### src/rtl/in_mux_cfg_pkg.sv
// Shared constants and types for the 9-channel input mux configuration controller.
package in_mux_cfg_pkg;
  localparam int N_CH  = 9;
  localparam int SEL_W = 8;

  localparam logic [3:0] ADDR_EDGE_LO = 4'd9;
  localparam logic [3:0] ADDR_EDGE_HI = 4'd10;
  localparam logic [3:0] ADDR_COMMIT  = 4'd11;
  localparam logic [3:0] ADDR_CLR     = 4'd12;

  typedef enum logic [1:0] {ST_IDLE, ST_PEND, ST_BLANK} cfgState_t;

  typedef logic [N_CH-1:0][SEL_W-1:0] selBank_t;

  // Identity routing: channel i selects input i.
  localparam selBank_t SEL_RESET = 72'h08_0706_0504_0302_0100;

  typedef struct packed {
    logic       en;
    logic [3:0] addr;
    logic [7:0] data;
  } wrReq_t;
endpackage

### src/rtl/in_mux_cfg_regs.sv
// Shadow and active select/edge banks; shadow is written by the host, active loads on strobe.
module in_mux_cfg_regs
  import in_mux_cfg_pkg::*;
(
  input  logic            clk320,
  input  logic            rst,
  input  wrReq_t          wr,
  input  logic            load,
  output selBank_t        actSel,
  output logic [N_CH-1:0] actEdge
);
  selBank_t        shSel;
  logic [N_CH-1:0] shEdge;

  always_ff @(posedge clk320 or negedge rst) begin
    if (!rst) begin
      shSel   <= SEL_RESET;
      shEdge  <= '0;
      actSel  <= SEL_RESET;
      actEdge <= '0;
    end else begin
      if (wr.en) begin
        for (int i = 0; i < N_CH; i++)
          if (wr.addr == 4'(i)) shSel[i] <= wr.data;
        if (wr.addr == ADDR_EDGE_LO) shEdge[SEL_W-1:0] <= wr.data;
        if (wr.addr == ADDR_EDGE_HI) shEdge[N_CH-1]    <= wr.data[0];
      end
      // Whole bank moves in one edge so downstream never sees a mixed set.
      if (load) begin
        actSel  <= shSel;
        actEdge <= shEdge;
      end
    end
  end
endmodule

### src/rtl/in_mux_cfg_ctrl.sv
// Commit sequencer: waits for frame sync (or timeout), swaps shadow to active, then blanks.
module in_mux_cfg_ctrl
  import in_mux_cfg_pkg::*;
#(
  parameter int BLANK_CYC = 4,
  parameter int SYNC_TO   = 1024
) (
  input  logic                  clk320,
  input  logic                  rst,
  input  logic                  wr_valid,
  output logic                  wr_ready,
  input  logic [3:0]            wr_addr,
  input  logic [7:0]            wr_data,
  input  logic                  sync,
  output logic [N_CH*SEL_W-1:0] cfg_setting,
  output logic [N_CH-1:0]       cfg_edge_sel,
  output logic                  blank,
  output logic                  cfg_done,
  output logic                  err_range,
  output logic                  err_addr,
  output logic                  err_sync
);
  localparam int CNT_MAX = (SYNC_TO > BLANK_CYC) ? SYNC_TO : BLANK_CYC;
  localparam int CNT_W   = (CNT_MAX > 1) ? $clog2(CNT_MAX) : 1;

  cfgState_t  state;
  logic [CNT_W-1:0] cnt;
  wrReq_t     wrReq;
  selBank_t   actSel;
  logic       timeout, leavePend;
  logic       commitHit, clrHit, rangeErr, addrErr;

  assign wr_ready  = (state == ST_IDLE);
  assign wrReq     = '{en: wr_valid & wr_ready, addr: wr_addr, data: wr_data};
  assign timeout   = (cnt == CNT_W'(SYNC_TO-1));
  assign leavePend = (state == ST_PEND) && (sync || timeout);

  assign commitHit = wrReq.en && (wr_addr == ADDR_COMMIT);
  assign clrHit    = wrReq.en && (wr_addr == ADDR_CLR);
  assign rangeErr  = wrReq.en && (wr_addr <= 4'(N_CH-1)) && (wr_data > 8'(N_CH-1));
  assign addrErr   = wrReq.en && (wr_addr > ADDR_CLR);

  in_mux_cfg_regs uRegs (
    .clk320  (clk320),
    .rst     (rst),
    .wr      (wrReq),
    .load    (leavePend),
    .actSel  (actSel),
    .actEdge (cfg_edge_sel)
  );
  assign cfg_setting = actSel;

  always_ff @(posedge clk320 or negedge rst) begin
    if (!rst) begin
      state     <= ST_IDLE;
      cnt       <= '0;
      blank     <= 1'b0;
      cfg_done  <= 1'b0;
      err_range <= 1'b0;
      err_addr  <= 1'b0;
      err_sync  <= 1'b0;
    end else begin
      cfg_done <= 1'b0;
      case (state)
        ST_IDLE: if (commitHit) begin
          state <= ST_PEND;
          cnt   <= '0;
        end
        ST_PEND: if (leavePend) begin
          state <= ST_BLANK;
          blank <= 1'b1;
          cnt   <= '0;
          if (!sync) err_sync <= 1'b1;  // sync on the timeout cycle still counts as on time
        end else begin
          cnt <= cnt + 1'b1;
        end
        ST_BLANK: if (cnt == CNT_W'(BLANK_CYC-1)) begin
          state    <= ST_IDLE;
          blank    <= 1'b0;
          cfg_done <= 1'b1;
        end else begin
          cnt <= cnt + 1'b1;
        end
        default: state <= ST_IDLE;
      endcase
      if (clrHit) begin
        err_range <= 1'b0;
        err_addr  <= 1'b0;
        err_sync  <= 1'b0;
      end
      if (rangeErr) err_range <= 1'b1;
      if (addrErr)  err_addr  <= 1'b1;
    end
  end
endmodule

### config.mk
export PLATFORM = sky130hd
export DESIGN_NAME = in_mux_cfg_ctrl
export DESIGN_NICKNAME = d
export VERILOG_FILES = /design/src/rtl/in_mux_cfg_pkg.sv /design/src/rtl/in_mux_cfg_regs.sv /design/src/rtl/in_mux_cfg_ctrl.sv
export SDC_FILE = /design/constraint.sdc
export NUM_CORES = 1
export LEC_CHECK = 0
export CAP_MARGIN = 15
export CORE_ASPECT_RATIO = 1.2
export CORE_UTILIZATION = 40
export DETAILED_ROUTE_END_ITERATION = 16
export REMOVE_ABC_BUFFERS = 1
export SYNTH_ARGS = -nofsm -noshare
export SYNTH_HDL_FRONTEND = slang
export SYNTH_SLANG_ARGS = --single-unit
### constraint.sdc
create_clock -name clk320 -period 2.4 [get_ports clk320]
set_input_delay 0.36 -clock clk320 [delete_from_list [all_inputs] [get_ports clk320]]
set_output_delay 0.36 -clock clk320 [all_outputs]
set_load 0.03 [all_outputs]
==> run metrics, run 1 <==
status completed; Critical R2R Launch state[1]$_DFFE_PN0P_; Worst-path clk slew 70 ps; fin cells 829; DR pass1 iterations 4; Net Sw Power 0.00419 W; type of origin of the critical path register; Synth Flop Type dfrtp_1; r2r endpoint cnt[7]$_DFFE_PN0P_; Die ar. 0.0185 sq mm; post-route minimum period 2080 ps; CTS H-tree lvls 4; area leader, netlist dfrtp_1; Clk Tree Root Cell clkbuf_16; CP endpoint kind register; GRT Util Overall 18.3%; R2R Setup Slk 320 ps; NumNets Final 617; Gate power share 38.6%; skew final 9.27 ps; Port Buffer Count 102; initial antenna violation count 0; Synth cell types 40; largest family of logic cells by synthesized area multiplexers; critical path peak fanout 10; crit-path max cell delay 390 ps; Synth Area in XOR/XNOR 0%; Max Cap Violations 0; row count 53; Synth area leaders dfrtp_1 (53%), mux2_2 (26%), dfstp_2 (9.5%), o211ai_1 (0.94%), ha_1 (0.87%); ratio of final minimum period to clock period 86.7%; vias in the first global route 4690; Die Y 149 um; layout cells sized above 1 41.5%; Detail Route Antenna Nets 0; Gate Count Post-Synth 478; Area Growth Syn to Fin 27.5%; TritonCTS clock tree built; DP HPWL 10.8 mm; max-slew violation count 0; Slew Limit Headroom 58.5%; Synth Area in Compound Gates 4.22%; total wire length 16.0 mm; asr flop ratio synth 100%; DR vias/cell 5.16; Max Root-Sink Buffers 2; drt initial violations 236; Hold Crit Class input port to async pin; Final setup viols 0; top-area cell type share of the netlist area 53.2%; CTS sink count 179; Fmax 480 MHz; Skew-Pair Late Insertion Delay 420 ps; worst r2r path cells 7; Avg Inst Size Synth 15.1 sq um; Inst Count DP 796; sw frac 33.4%; Clk pwr share 21.0%; synth warn 0; I/O pins 103; Final Hold Fails 0; mux share of post-synthesis cell area 25.7%; Num CTS Buffers 17; Critical-path top delay cell dfrtp_1; largest net degree at the start of global routing 56; Worst EP required 2730 ps; die width 124 um; Starting Density 41.0%; Placeable Area 0.0176 sq mm; Leakage 4.05 nW; Synth Cell Area 0.00720 sq mm; post-synthesis sequential area ratio 62.7%; Worst Tran Pin Value 620 ps; critical-path cell list inv_1 > ha_1 > nor2b_1 > buf_4 > o31a_1 > o2111ai_4 > o211ai_1; critical path type register to register; diodes inserted 0; RePlAce Congestion 0.851; WP data arrival 2410 ps; Flop pwr share 40.3%; Simple-Gate Fraction of Synth Area 4.74%; per-cell routed wire length 19.3 um; Power per Cell Area 1360 mW/mm^2; via count 4275; RSZ-0062 raised after global routing false; register bit total from synthesis 179; Final Util 52.2%; Post-synth EDFFs 0; first-pass GRT wire length 25.9 mm; post-synthesis adder-cell area fraction 0.869%; post-CTS setup buffer count 0; Peak VDD IR 706 uV; Pint 0.00834 W; total grt overflow 0; DRC viols 0
==> sequential cells by signal (all words and copies together), names as in the netlist <==
| register | flops |
|---|---|
| cfg_done | 1 |
| uRegs.shSel | 72 |
| cnt | 10 |
| uRegs.shEdge | 9 |
| err_addr | 1 |
| err_sync | 1 |
| err_range | 1 |
| uRegs.actEdge | 9 |
| uRegs.actSel | 72 |
| blank | 1 |
| state | 2 |
==> power by group through the flow <==
stage               sequential (W)  clock [W]  combinational (W)
floorplan                  0.00596          0            0.00214
global placement           0.00509          0            0.00479
detailed placement         0.00512          0            0.00489
CTS                        0.00508    0.00271            0.00492
global route               0.00522    0.00285            0.00515
finish                     0.00505    0.00264            0.00484
==> synth_stat cells, types with 2 or more instances <==
cell         n
mux2_2     164
dfrtp_1    153
dfstp_2     26
clkbuf_1    16
o21ai_0     12
buf_2        9
o211ai_1     9
nand2_1      8
nand3_1      8
nor2_1       8
nand2b_1     6
o2111ai_1    6
ha_1         5
inv_1        5
or2_2        5
and3_1       3
nor3_1       3
or3_1        3
a21oi_1      2
nand3b_1     2
nand4_1      2
o2bb2ai_1    2
o31ai_1      2
or4_1        2
or4_4        2
==> area by class of cell <==
| class | instances | area [sq um] |
|---|---|---|
| Tap cell | 220 | 275 |
| Sequential cell | 179 | 4510 |
| Multi-Input combinational cell | 268 | 2560 |
| Clock inverter | 7 | 75.1 |
| Inverter | 6 | 27.5 |
| Timing Repair Buffer | 124 | 1240 |
| Clock buffer | 25 | 485 |
| Fill cell | 1479 | 8390 |
==> worst max-delay path: cells and delay by family, from the launching register on <==
family / cells / cell delay, ps
and+or+nand+nor: 1 / 240
DFF: 1 / 390
AOI/OAI and AO/OA: 3 / 840
adders and majority gates: 1 / 270
buffers and inverters: 2 / 260
==> repair_timing <==
item | 4_1_cts | 5_1_grt
setup endpoints to repair | 0 | 1
hold buffers | 1 | 0
hold endpoints to repair | 48 | 0
resized for setup | 0 | 1
==> worst max-delay path by stage <==
| stage | startpoint | slack (ps) | endpoint | cells past startpoint |
|---|---|---|---|---|
| 2_1_floorplan | state[1]$_DFFE_PN0P_ | -910 | uRegs.actEdge[0]$_DFFE_PN0P_ | 6 |
| 3_3_place_gp | wr_addr[3] | 210 | uRegs.shSel[36]$_DFFE_PN0P_ | 4 |
| 3_5_place_dp | wr_addr[3] | 160 | uRegs.shSel[38]$_DFFE_PN0P_ | 4 |
| 4_1_cts | state[0]$_DFFE_PN0P_ | 50 | wr_ready | 4 |
| 5_1_grt | state[1]$_DFFE_PN0P_ | 100 | cnt[1]$_DFFE_PN0P_ | 7 |
| 6_report | state[1]$_DFFE_PN0P_ | 320 | cnt[7]$_DFFE_PN0P_ | 7 |
==> kinds of logic (layout without fill, tap and decap cells) <==
family,after synthesis,in the layout
flip-flops,179,179
AND/OR/NAND/NOR,59,59
buffers and inverters,31,162
AO/OA/AOI/OAI,40,40
adder cells (fa/ha/maj),5,5
multiplexers,164,164
==> stage by stage <==
step | total power [W] | hold slack [ps] | cell area (sq um) | worst slack (ps) | TNS [ps]
2_1_floorplan | 0.00809 | 64.4 | 7090 | -910 | -73190
3_3_place_gp | 0.00988 | 357 | 8610 | 205 | 0
3_5_place_dp | 0.0100 | 363 | 8610 | 157 | 0
4_1_cts | 0.0127 | 479 | 9180 | 46.7 | 0
5_1_grt | 0.0132 | 509 | 9180 | 100 | 0
6_report | 0.0125 | 460 | 9180 | 319 | 0
==> routing by layer <==
metal	global-route usage (%)	wire [um]
met5	0	0
met3	4.59	586
met4	4.58	159
met2	29.8	8010
met1	24.5	7250
==> placed cells by master, fill, tap and decap left out, types with 2 or more instances in the layout <==
cell	count
o2111ai_1	6
nand2b_1	6
nand3_1	8
o31ai_1	2
nand4_1	2
dfrtp_1	153
clkinv_4	2
inv_1	5
nor3_1	3
clkbuf_16	17
nand2_1	7
nand3b_1	2
buf_4	17
buf_12	4
clkinvlp_4	3
or4_1	2
o211ai_1	9
or4_4	2
clkdlybuf4s50_1	100
or3_1	3
clkbuf_1	5
nor2_1	8
a21oi_1	2
and3_1	3
o2bb2ai_1	2
clkbuf_8	3
ha_1	5
mux2_2	164
o21ai_0	12
or2_2	5
dfstp_2	26
No activity file was read; power rests on OpenSTA's default activity.
==> run 2, diff against run 1 <==
--- a/config.mk
+++ b/config.mk
@@ -5,7 +5,7 @@
 export SDC_FILE = /design/constraint.sdc
 export NUM_CORES = 1
 export LEC_CHECK = 0
-export CAP_MARGIN = 15
+export CAP_MARGIN = 25
 export CORE_ASPECT_RATIO = 1.2
 export CORE_UTILIZATION = 40
 export DETAILED_ROUTE_END_ITERATION = 16
==> results of run 2 <==
Final layout, timing and power as in run 1 (identical DEF).
==> run 3, diff against run 2 <==
--- a/config.mk
+++ b/config.mk
@@ -7,8 +7,9 @@
 export LEC_CHECK = 0
 export CAP_MARGIN = 25
 export CORE_ASPECT_RATIO = 1.2
-export CORE_UTILIZATION = 40
+export CORE_UTILIZATION = 45
 export DETAILED_ROUTE_END_ITERATION = 16
+export PLACE_DENSITY = 0.68
 export REMOVE_ABC_BUFFERS = 1
 export SYNTH_ARGS = -nofsm -noshare
 export SYNTH_HDL_FRONTEND = slang
==> run 3 against run 2 <==
  * Clock power rose by 7%
  * Global-route usage grew 1.9 points
  * Combinational power hardly changed
  * Non-clock buffer count stayed put
  * Sequential power is essentially flat
  * Design area is 0.72% higher
  * Largest power group unchanged
==> run metrics, run 3 (synthesized netlist as in run 1, its figures left out) <==
status completed; GRT Util Overall 20.2% (+1.9 points); RePlAce Congestion 0.773 (-9.1%); crit-path max cell delay 730 ps (+340 ps); fillers 1243 (-16%); skew final 12.9 ps (+3.64 ps); critical path peak fanout 6 (-4); Fmax 438 MHz (-8.9%); Peak VDD IR 535 uV (-24%); Detail Route Antenna Nets 0 (unchanged); Worst EP required 2040 ps (-690 ps); Max Cap Violations 0 (unchanged); Clk Tree Root Cell clkbuf_16; CTS H-tree lvls 4 (unchanged); worst path bufs/invs 2 (unchanged); DP HPWL 10.4 mm (-3.0%); max-slew violation count 0 (unchanged); Die Y 141 um (-5.6%); largest net degree at the start of global routing 80 (+43%); diodes inserted 0 (unchanged); Net Sw Power 0.00415 W (-0.74%); Final Hold Fails 0 (unchanged); I/O pins 103 (unchanged); total grt overflow 0 (unchanged); Area Growth Syn to Fin 28.4%; sw frac 32.6% (-0.79 points); Worst Tran Pin Value 591 ps (-28.7 ps); critical-path cell list inv_1 > ha_1 > clkdlybuf4s50_1; initial antenna violation count 0 (unchanged); Power per Cell Area 1380 mW/mm^2 (+0.93%); Port Buffer Count 102 (unchanged); row count 50 (-5.7%); CP endpoint kind output pin; CTS sink count 179 (unchanged); Skew-Pair Late Insertion Delay 430 ps (about the same); Hold Crit Class input port to async pin; Critical-path top delay cell clkdlybuf4s50_1; hold_ws 449 ps (-10.2 ps); Setup TNS Final 0 ps (unchanged); RSZ-0062 raised after global routing false; drt initial violations 215 (-8.9%); WP data arrival 1930 ps (-480 ps); ratio of final minimum period to clock period 95.2% (+8.5 points); fin cells 817 (-1.4%); dpl ws 151 ps (-5.66 ps); DR pass1 iterations 4 (unchanged); vias in the first global route 4567 (-2.6%); NumNets Final 617 (unchanged); DR vias/cell 5.31 (+2.9%); Pint 0.00858 W (+2.9%); Final WS setup 115 ps (-204 ps); Num CTS Buffers 17 (unchanged); commonest non-fill, non-tap cell in the layout mux2_2; type of origin of the critical path register; die width 117 um (-5.6%); Inst Count DP 784 (-1.5%); Final setup viols 0 (unchanged); most frequent cells in the layout mux2_2 (164), dfrtp_1 (153), clkdlybuf4s50_1 (101); Gate power share 38.2% (-0.4 points); Worst-path clk slew 60 ps (about the same); Placeable Area 0.0156 sq mm (-11%); first-pass GRT wire length 25.4 mm (-2.0%); Die ar. 0.0165 sq mm (-11%); Leakage 4.09 nW (+0.92%); total wire length 15.2 mm (-5.0%); Flop pwr share 39.6% (-0.7 points); Clk pwr share 22.2% (+1.2 points); layout cells sized above 1 42.4% (+0.82 points); TritonCTS clock tree built; DRC viols 0 (unchanged); post-route minimum period 2290 ps (+204 ps); Max Root-Sink Buffers 2 (unchanged); Largest regs uRegs.actSel (72), uRegs.shSel (72), cnt (10); Starting Density 46.0% (+5.1 points); Slew Limit Headroom 60.6% (+2.0 points); Top Family by Delay on Critical Path buffers and inverters; per-cell routed wire length 18.6 um (-3.6%); critical path type register to output pin; via count 4337 (+1.5%)
==> run 3: metal layers <==
layer | GRT usage (%) | vias to the layer above | wire length (um)
li1 | - | 1961 | -
met1 | 26.2 | 2264 | 6890
met2 | 33.0 | 92 | 7540
met3 | 4.32 | 20 | 501
met4 | 8.37 | 0 | 270
met5 | 0 | - | 0
==> run 3: power by group through the flow <==
stage	Clock (W)	Sequential (W)	Combinational, W
finish	0.00283	0.00504	0.00486
detailed placement	0	0.00510	0.00489
global route	0.00303	0.00520	0.00516
floorplan	0	0.00596	0.00214
CTS	0.00291	0.00505	0.00491
global placement	0	0.00505	0.00477
==> run 3: area by class of cell <==
type	count	area (sq um)	area share, %
inverter	6	27.5	0.298
sequential	179	4510	48.8
clock inverter	7	95.1	1.03
timing repair buffer	124	1250	13.5
clock buffer	25	526	5.68
tap	208	260	2.81
multi-input combinational	268	2570	27.8
==> run 3: stage by stage <==
stage	instance area [sq um]	util [%]	power, W
global route	9250	59.1	0.0134
floorplan	7090	-	0.00809
CTS	9240	59.0	0.0129
finish	9250	59.1	0.0127
detailed placement	8600	55.0	0.00999
global placement	8600	55.0	0.00982
==> run 3: final timing paths <==
path,startpoint,end,slack (ps),cells after the start
setup / recovery,state[1]$_DFFE_PN0P_,wr_ready,110,3
hold / removal,rst,uRegs.actSel[13]$_DFFE_PN0P_,450,2
setup reg to reg,state[1]$_DFFE_PN0P_,cnt[9]$_DFFE_PN0P_,230,7
hold reg to reg,uRegs.shSel[7]$_DFFE_PN0P_,uRegs.actSel[7]$_DFFE_PN0P_,500,1
max in group asynchronous,rst,uRegs.actSel[49]$_DFFE_PN1P_,1110,3
min in group clk320,uRegs.shSel[7]$_DFFE_PN0P_,uRegs.actSel[7]$_DFFE_PN0P_,500,1
==> run 3: what timing repair did <==
item                                   in CTS  in global routing
hold buffers                                1                  0
buffers inserted                            0                  0
gates resized for setup                     0                  2
endpoints found under the hold margin      43                  0
setup endpoints to repair                   0                  1
==> run 3: worst reg2reg max path, stage by stage, from the launching register on <==
cell	delay [ps]
dfrtp_1	390
inv_1	110
ha_1	280
nor2b_2	260
buf_4	150
o31a_1	390
o2111ai_4	240
o211ai_1	250
